--- config.mk ---
export PLATFORM = sky130hd
export DESIGN_NAME = background_loader
export DESIGN_NICKNAME = d
export VERILOG_FILES = /design/src/rtl/background_loader.sv
export SDC_FILE = /design/constraint.sdc
export NUM_CORES = 1
export LEC_CHECK = 0
export CAP_MARGIN = 40
export CELL_PAD_IN_SITES_DETAIL_PLACEMENT = 1
export CELL_PAD_IN_SITES_GLOBAL_PLACEMENT = 1
export CORE_AREA = 5 5 98 100
export DETAILED_ROUTE_END_ITERATION = 16
export DIE_AREA = 0 0 103 105
export PLACE_DENSITY_LB_ADDON = 0.05
export REMOVE_ABC_BUFFERS = 1
export SYNTH_ARGS = -nofsm -noshare
export SYNTH_HDL_FRONTEND = slang
export SYNTH_SLANG_ARGS = --single-unit
--- constraint.sdc ---
create_clock -name Clk -period 2.2 [get_ports Clk]
set_input_delay 0.22 -clock Clk [delete_from_list [all_inputs] [get_ports Clk]]
set_output_delay 0.22 -clock Clk [all_outputs]
set_load 0.02 [all_outputs]
--- src/rtl/background_loader.sv ---
// ---------------------------------------------------------------------------
// background_loader
//
// Purpose
//    Copies one complete background tile map from the background ROM into
//    the playfield/collision tile RAM when the game state machine asks for
//    it. One ROM read is issued per cycle. A delay line that matches the ROM
//    read latency carries each tile index forward, so the write strobe, the
//    write index and the returning ROM data all line up in the same cycle.
//    The copy runs at one tile per cycle with no bubbles.
//
// Ports
//    Clk               in   1            system clock
//    Reset_n           in   1            asynchronous active-low reset
//    load_background   in   1            single-cycle load request
//    background_select in   2            map number, sampled with the load
//    rom_addr          out  2+ADDR_W     {map_sel, tile_idx} to the ROM
//    rom_data          in   TILE_W       ROM data, ROM_LAT cycles after addr
//    wr_en             out  1            tile RAM write strobe
//    wr_addr           out  ADDR_W       tile RAM write index
//    wr_data           out  TILE_W       tile RAM write data (ROM data)
//    busy              out  1            copy in progress
//    done              out  1            single-cycle completion pulse
// ---------------------------------------------------------------------------
module background_loader #(
   parameter int H_TILES = 80,
   parameter int V_TILES = 60,
   parameter int ADDR_W  = 13,
   parameter int TILE_W  = 2,
   parameter int ROM_LAT = 2
) (
   input  logic                Clk,
   input  logic                Reset_n,
   input  logic                load_background,
   input  logic [1:0]          background_select,
   output logic [ADDR_W+1:0]   rom_addr,
   input  logic [TILE_W-1:0]   rom_data,
   output logic                wr_en,
   output logic [ADDR_W-1:0]   wr_addr,
   output logic [TILE_W-1:0]   wr_data,
   output logic                busy,
   output logic                done
);

   localparam int N = H_TILES * V_TILES;
   localparam logic [ADDR_W-1:0] LAST_IDX = ADDR_W'(N - 1);

   typedef enum logic [1:0] {
      IDLE   = 2'd0,
      ISSUE  = 2'd1,
      DRAIN  = 2'd2,
      FINISH = 2'd3
   } loaderState_t;

   loaderState_t state_q, state_d;

   logic [1:0]        mapSel_q, mapSel_d;
   logic [ADDR_W-1:0] idx_q, idx_d;

   // Each delay line stage holds a valid flag and the tile index that was
   // issued to the ROM. The last stage is aligned with rom_data.
   logic [ROM_LAT-1:0]             dlValid_q, dlValid_d;
   logic [ROM_LAT-1:0][ADDR_W-1:0] dlIdx_q, dlIdx_d;

   logic issuing;
   logic lastWrite;

   // A ROM read is issued in every ISSUE cycle. lastWrite flags the cycle in
   // which the final tile index reaches the end of the delay line. In that
   // cycle the last write lands and the copy can finish.
   always_comb begin
      issuing   = (state_q == ISSUE);
      lastWrite = dlValid_q[ROM_LAT-1] && (dlIdx_q[ROM_LAT-1] == LAST_IDX);
   end

   // Next-state logic for the control FSM. A load request takes priority
   // in every state. From IDLE or FINISH it starts a copy. While a copy is
   // busy it restarts from tile 0 using the newly selected map. The index
   // counter stops at the last tile and never wraps.
   always_comb begin
      state_d  = state_q;
      mapSel_d = mapSel_q;
      idx_d    = idx_q;

      if (load_background) begin
         state_d  = ISSUE;
         mapSel_d = background_select;
         idx_d    = '0;
      end else begin
         case (state_q)
            IDLE: begin
               state_d = IDLE;
            end
            ISSUE: begin
               if (idx_q == LAST_IDX) begin
                  state_d = DRAIN;
               end else begin
                  idx_d = idx_q + ADDR_W'(1);
               end
            end
            DRAIN: begin
               if (lastWrite) begin
                  state_d = FINISH;
               end
            end
            FINISH: begin
               state_d = IDLE;
            end
            default: begin
               state_d = IDLE;
            end
         endcase
      end
   end

   // Next value of the latency-matching delay line. A load request empties
   // every stage. Writes still in flight from an interrupted copy are
   // dropped and never reach the RAM. Outside of ISSUE, empty entries are
   // shifted in so the pipeline drains by itself.
   always_comb begin
      dlValid_d = '0;
      dlIdx_d   = '0;
      if (!load_background) begin
         dlValid_d[0] = issuing;
         dlIdx_d[0]   = idx_q;
         for (int i = 1; i < ROM_LAT; i++) begin
            dlValid_d[i] = dlValid_q[i-1];
            dlIdx_d[i]   = dlIdx_q[i-1];
         end
      end
   end

   // State, map select, index counter and delay line registers. An
   // asynchronous reset aborts any copy in progress. All writes stop at
   // once and no completion pulse follows.
   always_ff @(posedge Clk or negedge Reset_n) begin
      if (!Reset_n) begin
         state_q   <= IDLE;
         mapSel_q  <= '0;
         idx_q     <= '0;
         dlValid_q <= '0;
         dlIdx_q   <= '0;
      end else begin
         state_q   <= state_d;
         mapSel_q  <= mapSel_d;
         idx_q     <= idx_d;
         dlValid_q <= dlValid_d;
         dlIdx_q   <= dlIdx_d;
      end
   end

   // Output decode. The ROM address is only driven during ISSUE. The write
   // side comes from the end of the delay line, and rom_data passes straight
   // through in the matching cycle. Address and data are forced to zero
   // outside the write window so the RAM bus stays quiet when idle.
   always_comb begin
      rom_addr = '0;
      if (issuing) begin
         rom_addr = {mapSel_q, idx_q};
      end

      wr_en   = dlValid_q[ROM_LAT-1];
      wr_addr = '0;
      wr_data = '0;
      if (dlValid_q[ROM_LAT-1]) begin
         wr_addr = dlIdx_q[ROM_LAT-1];
         wr_data = rom_data;
      end

      busy = (state_q == ISSUE) || (state_q == DRAIN);
      done = (state_q == FINISH);
   end

endmodule

# == Word-level counts from Yosys, hierarchy flattened ==
# Index checks and enable logic that the tools add are counted.
# op_classes
addsub,1
n_eq_ne,8
muxes,12
n_reduce_logical,7
# ops
cell,count
$mux W13,4
$eq A13 B13 Y1 const B,2
$mux W26,1
$mux W15,1
$add A13 B1 Y13 const B,1
$mux W2,5
$pmux W2 S3,1
$eq A2 B2 Y1 const B,2
$reduce_and A2 Y1,2
$ne A3 B2 Y1 const B,1
$ne A3 B3 Y1 const B,1
$eq A2 B1 Y1 const B,1
$logic_not A2 Y1,1
$ne A2 B2 Y1 const B,1
$reduce_bool A2 Y1,1
$reduce_or A2 Y1,1
$logic_and A1 B1 Y1,1
$logic_or A1 B1 Y1,1
# totals
ff_bits,45
inputBits,7
out_inout_bits,33
elab_cells,34

# == Logic depth before layout (Yosys ltp) ==
# Gate-level depths: netlist of the first run.
# depth
depth_word,5
mapped_depth,7
mapped_depth_nobuf,6

# == Worst setup path before layout of the first run ==
# Ideal clock, no wire load.
# synth_timing
kind,register to register
from,register idx_q[0]
to,register idx_q[2]
setup_ns,0.125
arrival_time_ns,1.660
required_ns,2.075
slack_ns,0.414
stages_incl_launch_ff,7
n_path_buf,1
period_less_slack_ns,1.786
cell_sequence,dfrtp_1 ha_1 nand2_1 o41ai_4 buf_6 nor2_2 mux2_4
# synth_via
elab_chain_cells,4
word_cells_on_any_way,7
cone_classes,add/sub (1); eq/ne (2); mux (3); reduce/logical (1)
# synth_lines
item,line_no,text
"start, declared",58,"logic [ADDR_W-1:0] idx_q, idx_d;"
"start signal, assigned",146,idx_q <= idx_d;
$add A13 B1 Y13,98,idx_d = idx_q + ADDR_W'(1);
$mux W13,95,if (idx_q == LAST_IDX) begin
$mux W13,90,case (state_q)
$mux W13,85,if (load_background) begin
# Several ways; a longest one is shown, not always the timed one. The select of a mux whose other input is x is not followed.
# A chain may end at the register's enable or synchronous reset.

# == Final worst setup path of the first run ==
# layout_timing
from,register state_q[0]
to,output port busy
# layout_via
elab_chain_cells,2
word_cells_on_any_way,3
cone_classes,eq/ne (2); reduce/logical (1)
# layout_lines
item,line_no,text
"start, declared",55,"loaderState_t state_q, state_d;"
"start signal, assigned",144,state_q <= state_d;
$eq A2 B1 Y1 / $eq A2 B2 Y1 (equally long branches),170,busy = (state_q == ISSUE) || (state_q == DRAIN);
$logic_or A1 B1 Y1 (*),170,
"end, declared",41,"output logic busy,"
# Mark *: on every way between the ends. The rest lies on a longest branch, timed or not.

==> metrics.txt, run 1 <==
outcome finished with violations; failing checks negative hold slack; most area-hungry cell type in the Yosys netlist dfrtp_1; Slew @ Worst Pin roughly 0.59 ns; clock skew between 0.008 and 0.009 ns; TritonCTS Buffers 5; FF-to-FF path depth 6; maximum vdd ir drop 259 uV; Synth async-reset ratio between 90% and 100%; vias in the first global route 1,650; Synth Flop Type dfrtp_1; multi-input logic area just under 900 um2; area fraction of the dominant cell type after synthesis a little over half; Final #Nets 250; Ant. Diodes 0; DRC Markers 0; PwrDens 845 nW/um2; I/O pins 40; Leak ~0.0015 uW; Max Slew Vio Count 0; Bufs on Longest Clock Path 2; Area contributors post-synth dfrtp_1, and2_1, nor2b_1; first-pass GRT wire length roughly 8600 um; utilization after layout about a third; Synth top cells by count dfrtp_1, and2_1, nor2b_1; Cell Rows 34; Critical Path RT between 1.5 and 2 ns; gr usage total 10.1%; Final Hold Vio Count 4; Fill cells a little under 1k; Tmin final 2.04 ns; Sink Count 45; Min Hold Slack -0.00440 ns; vias about 1.5k; Setup TNS 0 ns; Critical Path AT around 1.8 ns; Worst Hold Class input port to async pin; Setup crit start state_q[0]; Ys Warns 0; CP endpoint busy; number of flops mapped to enable cells by yosys 0; flop2flop setup slack about 0.20 ns; final wirelength ~5100 um; CTS tree built; Finish-stage setup viols 0; R2R Path Start idx_q[1]; Avg Vias per Cell between 4 and 5; register area share after synthesis 54.4%; Mapped Cells between 150 and 200; max_slew headroom about three fifths; Avg Inst Size Synth 11.0 um2; die width slightly above 100 um; maxcap violations 0; Post-DRT Antenna Nets 0; area grow syn2layout 35.7%; Reg area about 1100 um2; buffers added on ports 39; Die H approximately 110 um; critical path type flip-flop to output port; Avg WL per Cell about 15 um; Tcrit/Tclk final roughly 93%; hpwl dp between 3000 and 4000 um; Critical R2R Capture state_q[1]; critical path fanouts, max 4; most common cell in the netlist dfrtp_1; startpoint class of the critical path flip-flop; gp weighted congestion around 0.79; share of cells above drive strength 1 between 10 and 15%; Synth cell types 38; DRT iter0 DRCs 40; Root Driver clkbuf_8; f_max just under 500 MHz; Initial Utilization 24.1%; # H-tree levels 2; Clock Latency Late Sink ~0.3 ns; Reg clk slew, reported paths 0.09 ns; die area 10,800 um2; CP endpoint kind output port; Pre-Repair DR Iteration Count 4; Overflow after GRT 0; initial antenna violation count 0; pin count of the biggest net entering global routing 46; RSZ-0062 raised after global routing false; area of the mapped netlist between 2000 and 2500 um2; total core area 8590 um2; register bit total from synthesis 45
layout by cell type (no fill, tap or decap), types with 2 or more instances in the layout:
| cell type | n |
|---|---|
| inv_1 | 6 |
| clkdlybuf4s50_1 | 23 |
| buf_4 | 11 |
| or2_2 | 2 |
| mux2_2 | 3 |
| nor4bb_1 | 2 |
| or3_1 | 2 |
| or3b_1 | 2 |
| nor3_1 | 3 |
| nor2b_1 | 28 |
| nand2_1 | 9 |
| dlymetal6s2s_1 | 15 |
| a21oi_1 | 2 |
| o21ai_0 | 4 |
| and2_1 | 28 |
| xnor2_1 | 4 |
| dfrtp_1 | 45 |
| nor4_1 | 2 |
| clkbuf_8 | 6 |
| nor2_1 | 8 |
| ha_1 | 5 |
| or4_1 | 4 |
| nand3_1 | 4 |
flip-flops by register name, summed over array words and instances, names as in the netlist:
signal	cells
mapSel_q	2
state_q	2
dlIdx_q	26
idx_q	13
dlValid_q	2
layer usage:
layer	up-vias	GRT usage (%)	part of all wire, %
li1	719	-	-
met1	741	13.5	46
met2	34	16.3	47
met3	4	2.27	5.1
met4	0	2.78	1.0
met5	-	0	0
critical path, cell delays in order, from the launching register on:
cell and delay [ns]:
dfrtp_1 0.43, inv_1 0.11, ha_1 0.31, inv_1 0.06
clkdlybuf4s50_1 0.60
cells by family (layout without fill, tap and decap cells):
group	after synthesis	in the layout	synth area share (%)
AND/OR/NAND/NOR	103	103	30.2
flip-flops	45	45	54.4
buffers and inverters	15	65	3.08
AO/OA/AOI/OAI	11	11	4.35
adder cells (fa/ha/maj)	5	5	3.02
XOR/XNOR	5	5	2.11
multiplexers	5	5	2.84
worst min-delay path by stage:
| stage | start | endpoint | slack (ns) | cells past startpoint |
|---|---|---|---|---|
| floorplan | Reset_n | dlIdx_q[0] | -0.08 | 0 |
| global placement | Reset_n | mapSel_q[0] | 0.34 | 2 |
| detailed placement | Reset_n | mapSel_q[0] | 0.36 | 2 |
| CTS | Reset_n | state_q[1] | 0.03 | 2 |
| global route | Reset_n | mapSel_q[0] | 0.07 | 2 |
| finish | Reset_n | state_q[1] | -0.004 | 2 |
power breakdown:
part | switching, uW | internal, uW | total (uW)
Clock | 293 | 370 | 663
Combinational | 407 | 362 | 769
Sequential | 56.1 | 888 | 944
Total | 756 | 1620 | 2380
timing repair:
action	4_1_cts	5_1_grt
buffers inserted	0	0
setup endpoints to repair	0	15
resized for setup	0	15
hold buffers	0	0
final cells by class:
| type | count | area share, % |
|---|---|---|
| Tap cell | 108 | 4.81 |
| Clock buffer | 6 | 2.94 |
| Clock inverter | 2 | 1.34 |
| Sequential cell | 45 | 40.1 |
| Timing Repair Buffer | 51 | 18.7 |
| Multi-Input combinational cell | 129 | 31.3 |
| Inverter | 6 | 0.801 |
metrics by stage:
| step | std cells | hold WS [ns] | total power (uW) | area (um2) | setup slack (ns) |
|---|---|---|---|---|---|
| global placement | 339 | 0.341 | 1720 | 2650 | 0.319 |
| detailed placement | 339 | 0.359 | 1750 | 2650 | 0.209 |
| CTS | 347 | 0.0265 | 2430 | 2770 | 0.00477 |
| finish | 347 | -0.00440 | 2380 | 2810 | 0.164 |
| global route | 347 | 0.0704 | 2510 | 2810 | 0.0515 |
| floorplan | 180 | -0.0756 | 1340 | 2030 | 0.248 |
No activity file was read; power rests on OpenSTA's default activity.
==> run 2: changes to the inputs <==
--- a/config.mk
+++ b/config.mk
@@ -11,6 +11,7 @@
 export CORE_AREA = 5 5 98 100
 export DETAILED_ROUTE_END_ITERATION = 16
 export DIE_AREA = 0 0 103 105
+export DONT_BUFFER_PORTS = 1
 export PLACE_DENSITY_LB_ADDON = 0.05
 export REMOVE_ABC_BUFFERS = 1
 export SYNTH_ARGS = -nofsm -noshare
==> run 2 against run 1 <==
  * The run now ends clean
  * Wire length shrank 2.0%
  * Critical path type is now flip-flop to flip-flop
  * Largest power group unchanged
  * Critical endpoint is now state_q[1]
  * First-iteration DRC count shrank 23%
  * Sequential power shrank 1%
==> metrics.txt, run 2 (same netlist as run 1, synthesis figures left out) <==
outcome completed; RSZ-0062 raised after global routing false; Reg clk slew, reported paths 0.09 ns (about the same); Min Hold Slack 0.0205 ns (+0.0249 ns); Overflow after GRT 0 (unchanged); Final Worst Setup Slack 0.190 ns (+0.0260 ns); Critical Path AT 2.20 ns (+0.38 ns); Tcrit/Tclk final 91.4% (-1.2 points); Top reg by flops dlIdx_q; met3 wire length 284 um (+9.7%); Avg WL per Cell 16.2 um (+10%); Initial Utilization 24.1% (unchanged); maxcap violations 0 (unchanged); Fill cells 983 (-0.10%); most used cell, CP or3b_1; Tmin final 2.01 ns (-0.0260 ns); Worst path slowest cell dfrtp_1; final wirelength 5020 um (-2.0%); slowest stage delay, CP 0.45 ns (-0.15 ns); Final Hold Vio Count 0 (-4); startpoint class of the critical path flip-flop; highest metal used met4; Cell Rows 34 (unchanged); die width 103 um (unchanged); Clock Latency Late Sink 0.30 ns (about the same); Finish-stage setup viols 0 (unchanged); most common cell after layout, fill and taps aside dfrtp_1; Pre-Repair DR Iteration Count 4 (unchanged); WL met1 2380 um (about the same); I/O pins 40 (unchanged); total setup buffers inserted after CTS 0 (unchanged); CP cell instances or3b_1, o41ai_4, buf_4, or3b_1, o311ai_0; total core area 8590 um2 (unchanged); Max Slew Vio Count 0 (unchanged); critical path type flip-flop to flip-flop; fin area 2410 um2 (-14%); die area 10,800 um2 (unchanged); initial antenna violation count 0 (unchanged); max_slew headroom 69.4% (+8.6 points); # H-tree levels 2 (unchanged); dpl cell area 2240 um2 (-16%); Worst Hold Class input port to flip-flop; Setup TNS 0 ns (unchanged); gp weighted congestion 0.729 (-7.8%); Critical Path RT 2.39 ns (+0.41 ns); Post-DRT Antenna Nets 0 (unchanged); f_max 497 MHz (+1.3%); maximum vdd ir drop 280 uV (+8.1%); max FFs per register 26 (unchanged); vias 1,347 (-10%); share of cells above drive strength 1 13.9% (+1.4 points); critical path fanouts, max 12 (+8); Avg Vias per Cell 4.36 (+0.98%); CP endpoint kind flip-flop; Die H 105 um (unchanged); TritonCTS Buffers 5 (unchanged); length of routed met2 wiring 2280 um (-6.3%); hpwl dp 3450 um (-9.5%); pin count of the biggest net entering global routing 46 (unchanged); CTS tree built; area grow syn2layout 16.4%; top flop regs dlIdx_q: 26 flops, idx_q: 13 flops; buffers added on ports 0 (-100%); gr usage total 9.81% (-0.28 points); PwrDens 902 nW/um2 (+6.8%); DRT iter0 DRCs 31 (-23%); Slew @ Worst Pin 0.453 ns (-0.134 ns); DRC Markers 0 (unchanged); Leak 0.00111 uW (-26%); first-pass GRT wire length 8290 um (-3.5%); Post-CTS Resized 0 (unchanged); Ant. Diodes 0 (unchanged); vias in the first global route 1,494 (-9.5%); Root Driver clkbuf_8; worst setup slack after placement 0.175 ns (-0.0332 ns); Bufs on Longest Clock Path 2 (unchanged); utilization after layout 28.1% (-4.6 points); Sink Count 45 (unchanged); clock skew 0.00722 ns (-0.000949 ns); Final #Nets 213 (-15%); most frequent cells in the layout dfrtp_1, nor2b_1, and2_1
run 2: worst paths after layout:
kind	start	to	slack, ns	cells past startpoint
max in group asynchronous	Reset_n	dlIdx_q[17]	1.57	2
setup / recovery	idx_q[7]	state_q[1]	0.19	5
hold / removal	load_background	dlIdx_q[3]	0.02	1
hold reg to reg	dlIdx_q[6]	dlIdx_q[19]	0.47	1
setup reg to reg	idx_q[7]	state_q[1]	0.19	5
min in group asynchronous	Reset_n	idx_q[7]	0.42	2
run 2: where the power goes:
part	switching [uW]	leakage, uW	internal, uW	total (uW)
clock	280	0.0000540	330	610
combinational	398	0.000441	238	636
sequential	42.0	0.000615	888	930
total	720	0.00111	1460	2180
run 2: layout make-up:
class | instances | area (um2) | area share [%]
Sequential cell | 45 | 1130 | 46.7
Multi-Input combinational cell | 129 | 881 | 36.5
Timing Repair Buffer | 14 | 143 | 5.92
Tap cell | 108 | 135 | 5.60
Clock buffer | 5 | 68.8 | 2.85
Clock inverter | 2 | 35.0 | 1.45
Inverter | 6 | 22.5 | 0.934
run 2: metrics by stage:
stage                     power [uW]  cells
after floorplan                 1340    180
after global placement          1540    298
after global routing            2330    309
after CTS                       2230    309
final                           2180    309
after detailed placement        1560    298
run 2: repair_timing:
action                                 CTS  global route
setup endpoints to repair                0             0
hold buffers                             4             0
endpoints found under the hold margin   78             0
run 2: layer usage:
metal,up-vias,track usage (%)
met5,-,0
met4,0,3.05
met3,6,2.66
met2,34,14.8
met1,657,13.6
li1,650,-
run 2: worst max-delay path, delay by kind of cell, from the launching register on:
kind / cells / cell delay [ns]
simple gates: 2 / 0.79
compound gates: 2 / 0.40
flops: 1 / 0.45
buf+inv: 1 / 0.26
==> run 3: changes to the inputs <==
--- a/config.mk
+++ b/config.mk
@@ -12,6 +12,7 @@
 export DETAILED_ROUTE_END_ITERATION = 16
 export DIE_AREA = 0 0 103 105
 export DONT_BUFFER_PORTS = 1
+export GPL_TIMING_DRIVEN = 0
 export PLACE_DENSITY_LB_ADDON = 0.05
 export REMOVE_ABC_BUFFERS = 1
 export SYNTH_ARGS = -nofsm -noshare
==> run 3 against run 2 <==
  * Design area shrank 2.0%
  * Flip-flop and latch count did not move
  * Largest power group unchanged
  * Clock skew up 0.0011 ns
  * Utilization decreased by 0.57 points
  * Wire length rose by 0.88%
  * Critical path depth increased by 1
  * Hold slack improved by 0.049 ns
  * Global-route usage rose by 0.18 points
  * Final cell count down 2.6%
  * Sequential power grew 4.7%
  * Sequential share of layout area rose by 1.1 points
==> metrics.txt, run 3 (same netlist as run 1, synthesis figures left out) <==
outcome completed; share of cells above drive strength 1 11.4% (-2.5 points); most common cell after layout, fill and taps aside dfrtp_1; Ant. Diodes 0 (unchanged); Final #Nets 205 (-3.8%); initial antenna violation count 0 (unchanged); slowest stage delay, CP 0.45 ns (about the same); pin count of the biggest net entering global routing 46 (unchanged); RSZ-0062 raised after global routing false; Tot Pwr 2140 uW (-1.6%); top flop regs dlIdx_q: 26 flops, idx_q: 13 flops; final wirelength 5060 um (+0.88%); Clock Latency Late Sink 0.29 ns (about the same); dpl cell area 2180 um2 (-2.8%); critical path type flip-flop to flip-flop; vias 1,355 (+0.59%); CP endpoint kind flip-flop; WP buf/inv 1 (unchanged); buffers added on ports 0 (unchanged); non-filler instance count after layout 301 (-2.6%); Tcrit/Tclk final 94.4% (+3.0 points); startpoint class of the critical path flip-flop; gr usage total 10.0% (+0.18 points); Tmin final 2.08 ns (+0.0662 ns); Finish-stage setup viols 0 (unchanged); die area 10,800 um2 (unchanged); Die H 105 um (unchanged); Worst Hold Class input port to flip-flop; CP cell instances ha_1, nand2_1, o41ai_4, buf_6, or3b_1, o311ai_0; Leak 0.00107 uW (-4.0%); most frequent cells in the layout dfrtp_1, nor2b_1, and2_1; Overflow after GRT 0 (unchanged); max FFs per register 26 (unchanged); gp weighted congestion 0.721 (-1.1%); CTS tree built; critical path fanouts, max 14 (+2); maxcap violations 0 (unchanged); Fill cells 991 (+0.81%); I/O pins 40 (unchanged); Setup TNS 0 ns (unchanged); Slew @ Worst Pin 0.472 ns (+0.0183 ns); Critical Path RT 2.37 ns (-0.02 ns); Max Slew Vio Count 0 (unchanged); # H-tree levels 2 (unchanged); Avg WL per Cell 16.8 um (+3.6%); f_max 482 MHz (-3.2%); Critical Path AT 2.24 ns (+0.04 ns); DRT iter0 DRCs 26 (-16%); PwrDens 906 nW/um2 (+0.45%); Cell Rows 34 (unchanged); Avg Vias per Cell 4.50 (+3.3%); total setup buffers inserted after CTS 0 (unchanged); DRC Markers 0 (unchanged); total core area 8590 um2 (unchanged); area grow syn2layout 14.1%; Reg clk slew, reported paths 0.09 ns (about the same); Final Hold Vio Count 0 (unchanged); hpwl dp 3200 um (-7.1%); TritonCTS Buffers 5 (unchanged); die width 103 um (unchanged); Min Hold Slack 0.0693 ns (+0.0488 ns); Pre-Repair DR Iteration Count 4 (unchanged); first-pass GRT wire length 8220 um (-0.83%); delay-heaviest family, CP compound AO/OA/AOI/OAI gates; Post-DRT Antenna Nets 0 (unchanged); Root Driver clkbuf_8; Top reg by flops dlIdx_q; Bufs on Longest Clock Path 2 (unchanged); maximum vdd ir drop 296 uV (+5.6%); clock skew 0.00834 ns (+0.00112 ns); vias in the first global route 1,486 (-0.54%); Initial Utilization 24.1% (unchanged); Sink Count 45 (unchanged); placed instance count 289 (-3.0%); Worst path slowest cell dfrtp_2; max_slew headroom 68.2% (-1.2 points); fin area 2360 um2 (-2.0%)
-- run 3: cell types whose count changed in the layout (fill, tap and decap cells not counted), sizes merged --
cell         change
dlygate4sd3      +1
buf              -9
-- run 3: repair_timing --
action | in CTS | in global routing
hold buffers | 5 | 0
hold endpoints to repair | 77 | 0
resized for setup | 1 | 2
endpoints found under the setup margin | 5 | 1
-- run 3: metrics by stage --
| step | setup WS [ns] | utilization (%) |
|---|---|---|
| detailed placement | -0.161 | 25.3 |
| CTS | 0.0161 | 27.5 |
| global route | 0.000937 | 27.5 |
| finish | 0.124 | 27.5 |
| global placement | -0.210 | 25.2 |
| floorplan | 0.248 | - |
-- run 3: layer usage --
layer,vias to the layer above,wire length [um],GRT usage [%]
met1,677,2320,13.4
li1,637,-,-
met2,36,2420,15.5
met3,5,260,2.80
met4,0,68,3.05
met5,-,0,0
-- run 3: area by class of cell --
type	count	area (um2)	area share (%)
clock buffer	5	68.8	2.91
clock inverter	2	35.0	1.48
inverter	6	22.5	0.953
multi-input combinational	129	883	37.4
sequential	45	1130	47.8
tap	108	135	5.72
timing repair buffer	6	88.8	3.76
-- run 3: path summary, 6_finish.rpt --
path	from	end	slack (ns)	depth (start not counted)
worst max-delay path	idx_q[0]	state_q[1]	0.12	6
worst min-delay path	background_select[1]	mapSel_q[1]	0.07	1
worst max register to register	idx_q[0]	state_q[1]	0.12	6
worst min register to register	dlValid_q[0]	dlValid_q[1]	0.47	1
max in group asynchronous	Reset_n	dlValid_q[1]	1.54	2
min in group asynchronous	Reset_n	idx_q[5]	0.43	2
-- run 3: power by group --
part	switching (uW)	internal (uW)
registers	83.2	891
clock network	276	330
logic	361	199
